File: src/rtl/tia_hcount_pkg.sv
// Shared constants for the TIA horizontal counter: LFSR step function, line indices,
// the LFSR states those indices map to, and the phase-tracker state type.
package tia_hcount_pkg;

  localparam int unsigned LFSR_W = 6;

  localparam int unsigned HSYNC_SET_IDX       = 4;
  localparam int unsigned HSYNC_CLR_IDX       = 8;
  localparam int unsigned HBLANK_CLR_IDX      = 16;
  localparam int unsigned HBLANK_CLR_LATE_IDX = 18;
  localparam int unsigned WRAP_IDX            = 56;

  typedef enum logic {
    WAIT_PHI1 = 1'b0,
    WAIT_PHI2 = 1'b1
  } phase_state_e;

  function automatic logic [LFSR_W-1:0] lfsr_next(input logic [LFSR_W-1:0] s);
    return {s[LFSR_W-2:0], ~(s[LFSR_W-1] ^ s[LFSR_W-2])};
  endfunction

  // LFSR state reached after idx steps from 0; fixed trip count keeps it synthesizable
  function automatic logic [LFSR_W-1:0] state_at(input logic [LFSR_W-1:0] idx);
    logic [LFSR_W-1:0] s;
    s = '0;
    for (int unsigned i = 0; i < WRAP_IDX; i++) begin
      if (LFSR_W'(i) < idx) s = lfsr_next(s);
    end
    return s;
  endfunction

  localparam logic [LFSR_W-1:0] STATE_HSYNC_SET       = state_at(LFSR_W'(HSYNC_SET_IDX));
  localparam logic [LFSR_W-1:0] STATE_HSYNC_CLR       = state_at(LFSR_W'(HSYNC_CLR_IDX));
  localparam logic [LFSR_W-1:0] STATE_HBLANK_CLR      = state_at(LFSR_W'(HBLANK_CLR_IDX));
  localparam logic [LFSR_W-1:0] STATE_HBLANK_CLR_LATE = state_at(LFSR_W'(HBLANK_CLR_LATE_IDX));
  localparam logic [LFSR_W-1:0] STATE_WRAP            = state_at(LFSR_W'(WRAP_IDX));

endpackage

File: src/rtl/tia_hsync_counter_if.sv
// Strobe inputs and timing-decode outputs of the horizontal sync counter.
// TIA_HCOUNT_INDEX_EN adds the binary hindex shadow output.
interface tia_hsync_counter_if;
  import tia_hcount_pkg::*;

  logic              hphi1_en;
  logic              hphi2_en;
  logic              rsyn;
  logic              hmove;
  logic [LFSR_W-1:0] hcount;
  logic              hsync;
  logic              hblank;
  logic              line_end;
  logic              phase_err;
`ifdef TIA_HCOUNT_INDEX_EN
  logic [LFSR_W-1:0] hindex;

  modport master (output hphi1_en, hphi2_en, rsyn, hmove,
                  input  hcount, hsync, hblank, line_end, phase_err, hindex);
  modport slave  (input  hphi1_en, hphi2_en, rsyn, hmove,
                  output hcount, hsync, hblank, line_end, phase_err, hindex);
`else
  modport master (output hphi1_en, hphi2_en, rsyn, hmove,
                  input  hcount, hsync, hblank, line_end, phase_err);
  modport slave  (input  hphi1_en, hphi2_en, rsyn, hmove,
                  output hcount, hsync, hblank, line_end, phase_err);
`endif

endinterface

File: src/rtl/tia_hcount_phase_tracker.sv
// Checks phi1/phi2 alternation, qualifies the master/slave load strobes and holds
// the sticky phase_err flag.
module tia_hcount_phase_tracker
  import tia_hcount_pkg::*;
(
  input  logic clk,
  input  logic reset,
  input  logic hphi1_en,
  input  logic hphi2_en,
  input  logic fault_c,
  output logic load_master_c,
  output logic load_slave_c,
  output logic phase_err
);

  phase_state_e state_q, state_d;
  logic         phase_err_q, phase_err_d;

  always_ff @(posedge clk or negedge reset) begin
    if (!reset) begin
      state_q     <= WAIT_PHI1;
      phase_err_q <= 1'b0;
    end else begin
      state_q     <= state_d;
      phase_err_q <= phase_err_d;
    end
  end

  // Out-of-order or simultaneous strobes are flagged and otherwise ignored
  always_comb begin
    state_d       = state_q;
    phase_err_d   = phase_err_q | fault_c;
    load_master_c = 1'b0;
    load_slave_c  = 1'b0;
    if (hphi1_en && hphi2_en) begin
      phase_err_d = 1'b1;
    end else begin
      case (state_q)
        WAIT_PHI1: begin
          if (hphi1_en) begin
            load_master_c = 1'b1;
            state_d       = WAIT_PHI2;
          end else if (hphi2_en) begin
            phase_err_d = 1'b1;
          end
        end
        WAIT_PHI2: begin
          if (hphi2_en) begin
            load_slave_c = 1'b1;
            state_d      = WAIT_PHI1;
          end else if (hphi1_en) begin
            phase_err_d = 1'b1;
          end
        end
        default: state_d = WAIT_PHI1;
      endcase
    end
  end

  assign phase_err = phase_err_q;

endmodule

File: src/rtl/tia_hsync_counter.sv
// TIA horizontal sync counter: 6-bit master/slave LFSR with hsync/hblank/line_end decodes.
// Optional build macro TIA_HCOUNT_INDEX_EN adds the hindex shadow counter and its self-check.
module tia_hsync_counter
  import tia_hcount_pkg::*;
(
  input  logic                clk,
  input  logic                reset,
  tia_hsync_counter_if.slave  bus
);

  logic              load_master_c, load_slave_c, index_err_c, wrap_c, late_eff_c;
  logic              phase_err;
  logic [LFSR_W-1:0] master_q, master_d, hcount_q, hcount_d;
  logic              wrap_pend_q, wrap_pend_d;
  logic              line_end_q, line_end_d;
  logic              hsync_q, hsync_d, hblank_q, hblank_d;
  logic              late_q, late_d, late_next_q, late_next_d, passed_q, passed_d;

  tia_hcount_phase_tracker u_tracker (
    .clk           (clk),
    .reset         (reset),
    .hphi1_en      (bus.hphi1_en),
    .hphi2_en      (bus.hphi2_en),
    .fault_c       (index_err_c),
    .load_master_c (load_master_c),
    .load_slave_c  (load_slave_c),
    .phase_err     (phase_err)
  );

  assign wrap_c     = (hcount_q == STATE_WRAP);
  assign late_eff_c = late_q | (bus.hmove & ~passed_q);

  always_ff @(posedge clk or negedge reset) begin
    if (!reset) begin
      master_q    <= '0;
      hcount_q    <= '0;
      wrap_pend_q <= 1'b0;
      line_end_q  <= 1'b0;
      hsync_q     <= 1'b0;
      hblank_q    <= 1'b1;
      late_q      <= 1'b0;
      late_next_q <= 1'b0;
      passed_q    <= 1'b0;
    end else begin
      master_q    <= master_d;
      hcount_q    <= hcount_d;
      wrap_pend_q <= wrap_pend_d;
      line_end_q  <= line_end_d;
      hsync_q     <= hsync_d;
      hblank_q    <= hblank_d;
      late_q      <= late_d;
      late_next_q <= late_next_d;
      passed_q    <= passed_d;
    end
  end

  always_comb begin
    master_d    = master_q;
    hcount_d    = hcount_q;
    wrap_pend_d = wrap_pend_q;
    line_end_d  = 1'b0;
    hsync_d     = hsync_q;
    hblank_d    = hblank_q;
    late_d      = late_q;
    late_next_d = late_next_q;
    passed_d    = passed_q;

    // hmove after the HBLANK_CLR decision is deferred to the following line
    if (bus.hmove) begin
      if (passed_q) late_next_d = 1'b1;
      else          late_d      = 1'b1;
    end

    if (load_master_c) begin
      master_d    = (bus.rsyn || wrap_c) ? '0 : lfsr_next(hcount_q);
      wrap_pend_d = wrap_c && !bus.rsyn;
    end

    // Decodes track the value entering hcount so they change on the same edge
    if (load_slave_c) begin
      hcount_d    = master_q;
      line_end_d  = wrap_pend_q;
      wrap_pend_d = 1'b0;
      if (master_q == '0) begin
        hblank_d    = 1'b1;
        hsync_d     = 1'b0;
        passed_d    = 1'b0;
        late_d      = late_next_q | bus.hmove;
        late_next_d = 1'b0;
      end else if (master_q == STATE_HSYNC_SET) begin
        hsync_d = 1'b1;
      end else if (master_q == STATE_HSYNC_CLR) begin
        hsync_d = 1'b0;
      end else if (master_q == STATE_HBLANK_CLR) begin
        passed_d = 1'b1;
        if (!late_eff_c) hblank_d = 1'b0;
      end else if (master_q == STATE_HBLANK_CLR_LATE) begin
        if (late_q) hblank_d = 1'b0;
      end
    end
  end

`ifdef TIA_HCOUNT_INDEX_EN
  logic [LFSR_W-1:0] hindex_master_q, hindex_master_d, hindex_q, hindex_d;

  always_ff @(posedge clk or negedge reset) begin
    if (!reset) begin
      hindex_master_q <= '0;
      hindex_q        <= '0;
    end else begin
      hindex_master_q <= hindex_master_d;
      hindex_q        <= hindex_d;
    end
  end

  // Binary shadow follows the same master/slave load sequence as the LFSR
  always_comb begin
    hindex_master_d = hindex_master_q;
    hindex_d        = hindex_q;
    if (load_master_c) hindex_master_d = (bus.rsyn || wrap_c) ? '0 : LFSR_W'(hindex_q + 1'b1);
    if (load_slave_c)  hindex_d = hindex_master_q;
  end

  assign index_err_c = (hcount_q != state_at(hindex_q));
  assign bus.hindex  = hindex_q;
`else
  assign index_err_c = 1'b0;
`endif

  assign bus.hcount    = hcount_q;
  assign bus.hsync     = hsync_q;
  assign bus.hblank    = hblank_q;
  assign bus.line_end  = line_end_q;
  assign bus.phase_err = phase_err;

endmodule

File: src/flat_wrapper.sv
// flat-port wrapper written by rule: the top's interface ports become plain ports
module tia_hsync_counter_flat import tia_hcount_pkg::*;
  (clk, reset, bus_hphi1_en, bus_hphi2_en, bus_rsyn, bus_hmove, bus_hcount, bus_hsync, bus_hblank, bus_line_end, bus_phase_err);
  tia_hsync_counter_if bus_i ();
  input  logic clk;
  input  logic reset;
  input wire logic [$bits(bus_i.hphi1_en)-1:0] bus_hphi1_en;
  input wire logic [$bits(bus_i.hphi2_en)-1:0] bus_hphi2_en;
  input wire logic [$bits(bus_i.rsyn)-1:0] bus_rsyn;
  input wire logic [$bits(bus_i.hmove)-1:0] bus_hmove;
  output wire logic [$bits(bus_i.hcount)-1:0] bus_hcount;
  output wire logic [$bits(bus_i.hsync)-1:0] bus_hsync;
  output wire logic [$bits(bus_i.hblank)-1:0] bus_hblank;
  output wire logic [$bits(bus_i.line_end)-1:0] bus_line_end;
  output wire logic [$bits(bus_i.phase_err)-1:0] bus_phase_err;
  assign bus_i.hphi1_en = bus_hphi1_en;
  assign bus_i.hphi2_en = bus_hphi2_en;
  assign bus_i.rsyn = bus_rsyn;
  assign bus_i.hmove = bus_hmove;
  assign bus_hcount = bus_i.hcount;
  assign bus_hsync = bus_i.hsync;
  assign bus_hblank = bus_i.hblank;
  assign bus_line_end = bus_i.line_end;
  assign bus_phase_err = bus_i.phase_err;
  tia_hsync_counter u_core (.clk(clk), .reset(reset), .bus(bus_i));
endmodule
File: config.mk
export PLATFORM = sky130hd
export DESIGN_NAME = tia_hsync_counter_flat
export DESIGN_NICKNAME = d
export VERILOG_FILES = /design/src/rtl/tia_hcount_pkg.sv /design/src/rtl/tia_hsync_counter_if.sv /design/src/rtl/tia_hcount_phase_tracker.sv /design/src/rtl/tia_hsync_counter.sv /design/src/flat_wrapper.sv
export SDC_FILE = /design/constraint.sdc
export NUM_CORES = 1
export LEC_CHECK = 0
export CAP_MARGIN = 0
export CORE_UTILIZATION = 45
export DETAILED_ROUTE_END_ITERATION = 10
export GPL_ROUTABILITY_DRIVEN = 0
export PLACE_DENSITY = 0.81
export SLEW_MARGIN = 25
export SYNTH_ARGS = -nofsm -noshare
export SYNTH_HDL_FRONTEND = slang
export SYNTH_SLANG_ARGS = --single-unit
File: constraint.sdc
create_clock -name clk -period 1.58 [get_ports clk]
set_input_delay 0.316 -clock clk [delete_from_list [all_inputs] [get_ports clk]]
set_output_delay 0.316 -clock clk [all_outputs]
set_load 0.1 [all_outputs]
==> results.sh <==
export IMPL_status="completed"
export IMPL_fin_crit_ns=1.57
export IMPL_num_rows=16
export IMPL_ys_flop_type="dfrtp_1"
export IMPL_final_area_um2=1360
export IMPL_initial_core_util_pct=48.3
export IMPL_cp_required_ns=1.77
export IMPL_p_leak_nw=0.596
export IMPL_cts_max_level=1
export IMPL_cpPeakStageDelay_ns=0.54
export IMPL_ys_top_cells_by_area="dfrtp_1, mux2_1, nor2_1"
export IMPL_cp_cell_sequence="or4_4 -> or3_4 -> a21oi_2 -> a21oi_1"
export IMPL_cp_num_cells=4
export IMPL_post_cts_setup_buffers=0
export IMPL_wl_per_cell_um=13.1
export IMPL_drt_pass1_iterations=6
export IMPL_gr_total_overflow=0
export IMPL_path_delay_family="simple AND/OR/NAND/NOR gates"
export IMPL_tightest_slew_ns=0.321
export IMPL_hpwlAfterDp_mm=1.43
export IMPL_grt_pass1_vias=709
export IMPL_clock_sinks=21
export IMPL_synth_simple_gate_area_share_pct=17.4
export IMPL_max_cap_violations=0
export IMPL_slew_viol_final=0
export IMPL_synthArstFlopShare_pct=100
export IMPL_finalHoldViolations=0
export IMPL_synth_edff_count=0
export IMPL_combPwrFrac_pct=36.7
export IMPL_cp_arrival_ns=1.77
export IMPL_critical_path_slowest_cell="or4_4"
export IMPL_grt_max_degree=22
export IMPL_worstSkewPairLatency_ns=0.30
export IMPL_end_kind="flip-flop"
export IMPL_skew_ns=0.00670
export IMPL_yosysSeqAreaShare_pct=55.6
export IMPL_grt_pass1_wl_mm=3.00
export IMPL_syn_area_um2=947
export IMPL_synth_common_cells="dfrtp_1, nor2_1, inv_1, mux2_1, nand2_1"
export IMPL_first_iter_violations=9
export IMPL_fin_nets=123
export IMPL_finalSetupViolCount=0
export IMPL_diodes=0
export IMPL_die_width_um=47.9
export IMPL_syn_area_per_cell_um2=10.9
export IMPL_cts_made_buffers=3
export IMPL_fin_hold_ws_ns=0.345
export IMPL_hold_class="in -> async"
export IMPL_power_density_nw_per_um2=1070
export IMPL_clock_path_buffers=2
export IMPL_synth_top_area_share_pct=52.8
export IMPL_multi_input_comb_area_um2=397
export IMPL_regArea_um2=539
export IMPL_core_region_area_um2=1960
export IMPL_wirelength_mm=1.85
export IMPL_synth_largest_area_cell="dfrtp_1"
export IMPL_drc_errors=0
export IMPL_die_h_um=47.9
export IMPL_internal_power_uw=904
export IMPL_cts_tree="built"
export IMPL_ir_worst_vdd_mv=0.783
export IMPL_num_vias=732
export IMPL_critPathBufInv=0
export IMPL_rr_worst_depth=4
export IMPL_relSlewSlack_pct=78.6
export IMPL_cts_root_buf="clkbuf_4"
export IMPL_synth_cell_type_count=27
export IMPL_max_freq_mhz=636
export IMPL_drive_gt1_share_pct=32.2
export IMPL_synth_top_family_by_area="simple AND/OR/NAND/NOR gates"
export IMPL_synth_xor_area_share_pct=0
export IMPL_viasPerCell=5.15
export IMPL_path_class="reg -> reg"
export IMPL_antenna_found_initial=0
export IMPL_dieArea_um2=2290
export IMPL_pwr_share_clk_pct=17.5
export IMPL_port_buffers=15
export IMPL_worstSetupStartpointType="flip-flop"
export IMPL_postPlaceCellArea_um2=1320
export IMPL_synthAdderAreaFrac_pct=2.38
export IMPL_crit_fanout=2
export IMPL_seq_power_share_pct=45.8
export IMPL_ios=16
export IMPL_area_delta_synth_final_pct=43.9
export IMPL_num_fill_cells=154
export IMPL_ys_seq_elements=21
export IMPL_antenna_left=0
export IMPL_clk_pin_slew_ns=0.12
export IMPL_synthMuxAreaShare_pct=5.94
export IMPL_synth_compound_area_share_pct=14.7
export IMPL_post_route_period_util_pct=99.5
export IMPL_grt_total_usage_pct=19.8
export IMPL_ys_warn_count=0
export IMPL_yosys_cell_count_top_type="dfrtp_1"
export IMPL_syn_num_nets=94
export IMPL_p_switching_uw=559
export IMPL_cts_hold_buf=0
export IMPL_synth_cells=87
export IMPL_rsz0062_at_grt="yes"
export IMPL_p_sw_share_pct=38.2
-- registers in the layout, summed over array words and instances, names as in the netlist --
name and flops:
u_core.bus.hblank 1, u_core.bus.hcount 6, u_core.bus.hsync 1, u_core.bus.line_end 1, u_core.late_next_q 1, u_core.late_q 1
u_core.master_q 6, u_core.passed_q 1, u_core.u_tracker.phase_err 1, u_core.u_tracker.state_q 1, u_core.wrap_pend_q 1
-- kinds of logic (layout without fill, tap and decap cells) --
group | after synthesis | in the layout
AND/OR/NAND/NOR | 28 | 28
adder cells (fa/ha/maj) | 2 | 2
buffers and inverters | 10 | 38
multiplexers | 5 | 5
flip-flops | 21 | 21
AO/OA/AOI/OAI | 21 | 21
-- worst paths after layout --
kind,to,start,slack [ns]
max in group asynchronous,u_core.bus.hblank,reset,0.96
setup / recovery,u_core.passed_q,u_core.master_q[3],0.008
setup reg to reg,u_core.passed_q,u_core.master_q[3],0.008
min in group clk,u_core.bus.line_end,u_core.wrap_pend_q,0.50
hold reg to reg,u_core.bus.line_end,u_core.wrap_pend_q,0.50
hold / removal,u_core.u_tracker.state_q,reset,0.34
-- power by group through the flow --
stage | logic (mW) | clock network (mW) | registers (mW)
floorplan | 0.113 | 0 | 0.860
global placement | 0.517 | 0 | 0.672
detailed placement | 0.530 | 0 | 0.678
CTS | 0.532 | 0.265 | 0.669
global route | 0.563 | 0.282 | 0.677
finish | 0.537 | 0.256 | 0.670
-- routing by layer --
layer	part of all wire (%)	routed length [um]	vias to the layer above	GRT usage, %
met5	0	0	-	0
met4	2.2	40	0	13.3
met3	2.5	46	4	3.40
met2	51	949	14	33.2
met1	44	818	349	23.0
li1	-	-	365	-
-- timing repair --
action / CTS / global route
endpoints found under the setup margin: 1 / 2
pin swaps: 0 / 0
resized for setup: 1 / 2
-- layout make-up --
class,instances,area share [%]
Clock buffer,4,1.93
Inverter,8,2.20
Tap cell,27,2.48
Timing Repair Buffer,26,24.7
Sequential cell,21,39.6
Multi-Input combinational cell,56,29.1
-- cell usage in the layout (no fill, tap or decap), types with 2 or more instances in the layout --
master	n
clkbuf_4	3
clkdlybuf4s50_1	5
buf_12	10
nand4_1	3
dfrtp_2	4
a21oi_1	3
buf_4	10
nand2_1	5
o21ai_0	3
inv_1	8
mux2_1	5
dfrtp_4	2
o21a_1	2
a22o_1	4
nand2b_1	3
nor2_1	10
o21ai_1	4
dfrtp_1	14
-- metrics by stage --
stage / TNS, ns / std cells / util [%] / setup slack, ns / total power [mW]
finish: 0 / 142 / 69.5 / 0.00760 / 1.46
global route: -0.0327 / 142 / 69.5 / -0.0180 / 1.52
CTS: 0 / 142 / 69.0 / 0.000217 / 1.47
detailed placement: -0.563 / 138 / 67.5 / -0.129 / 1.21
global placement: -0.324 / 138 / 67.5 / -0.0759 / 1.19
floorplan: 0 / 87 / - / 0.0134 / 0.973
Note: power is estimated with default switching activity, not from simulation.
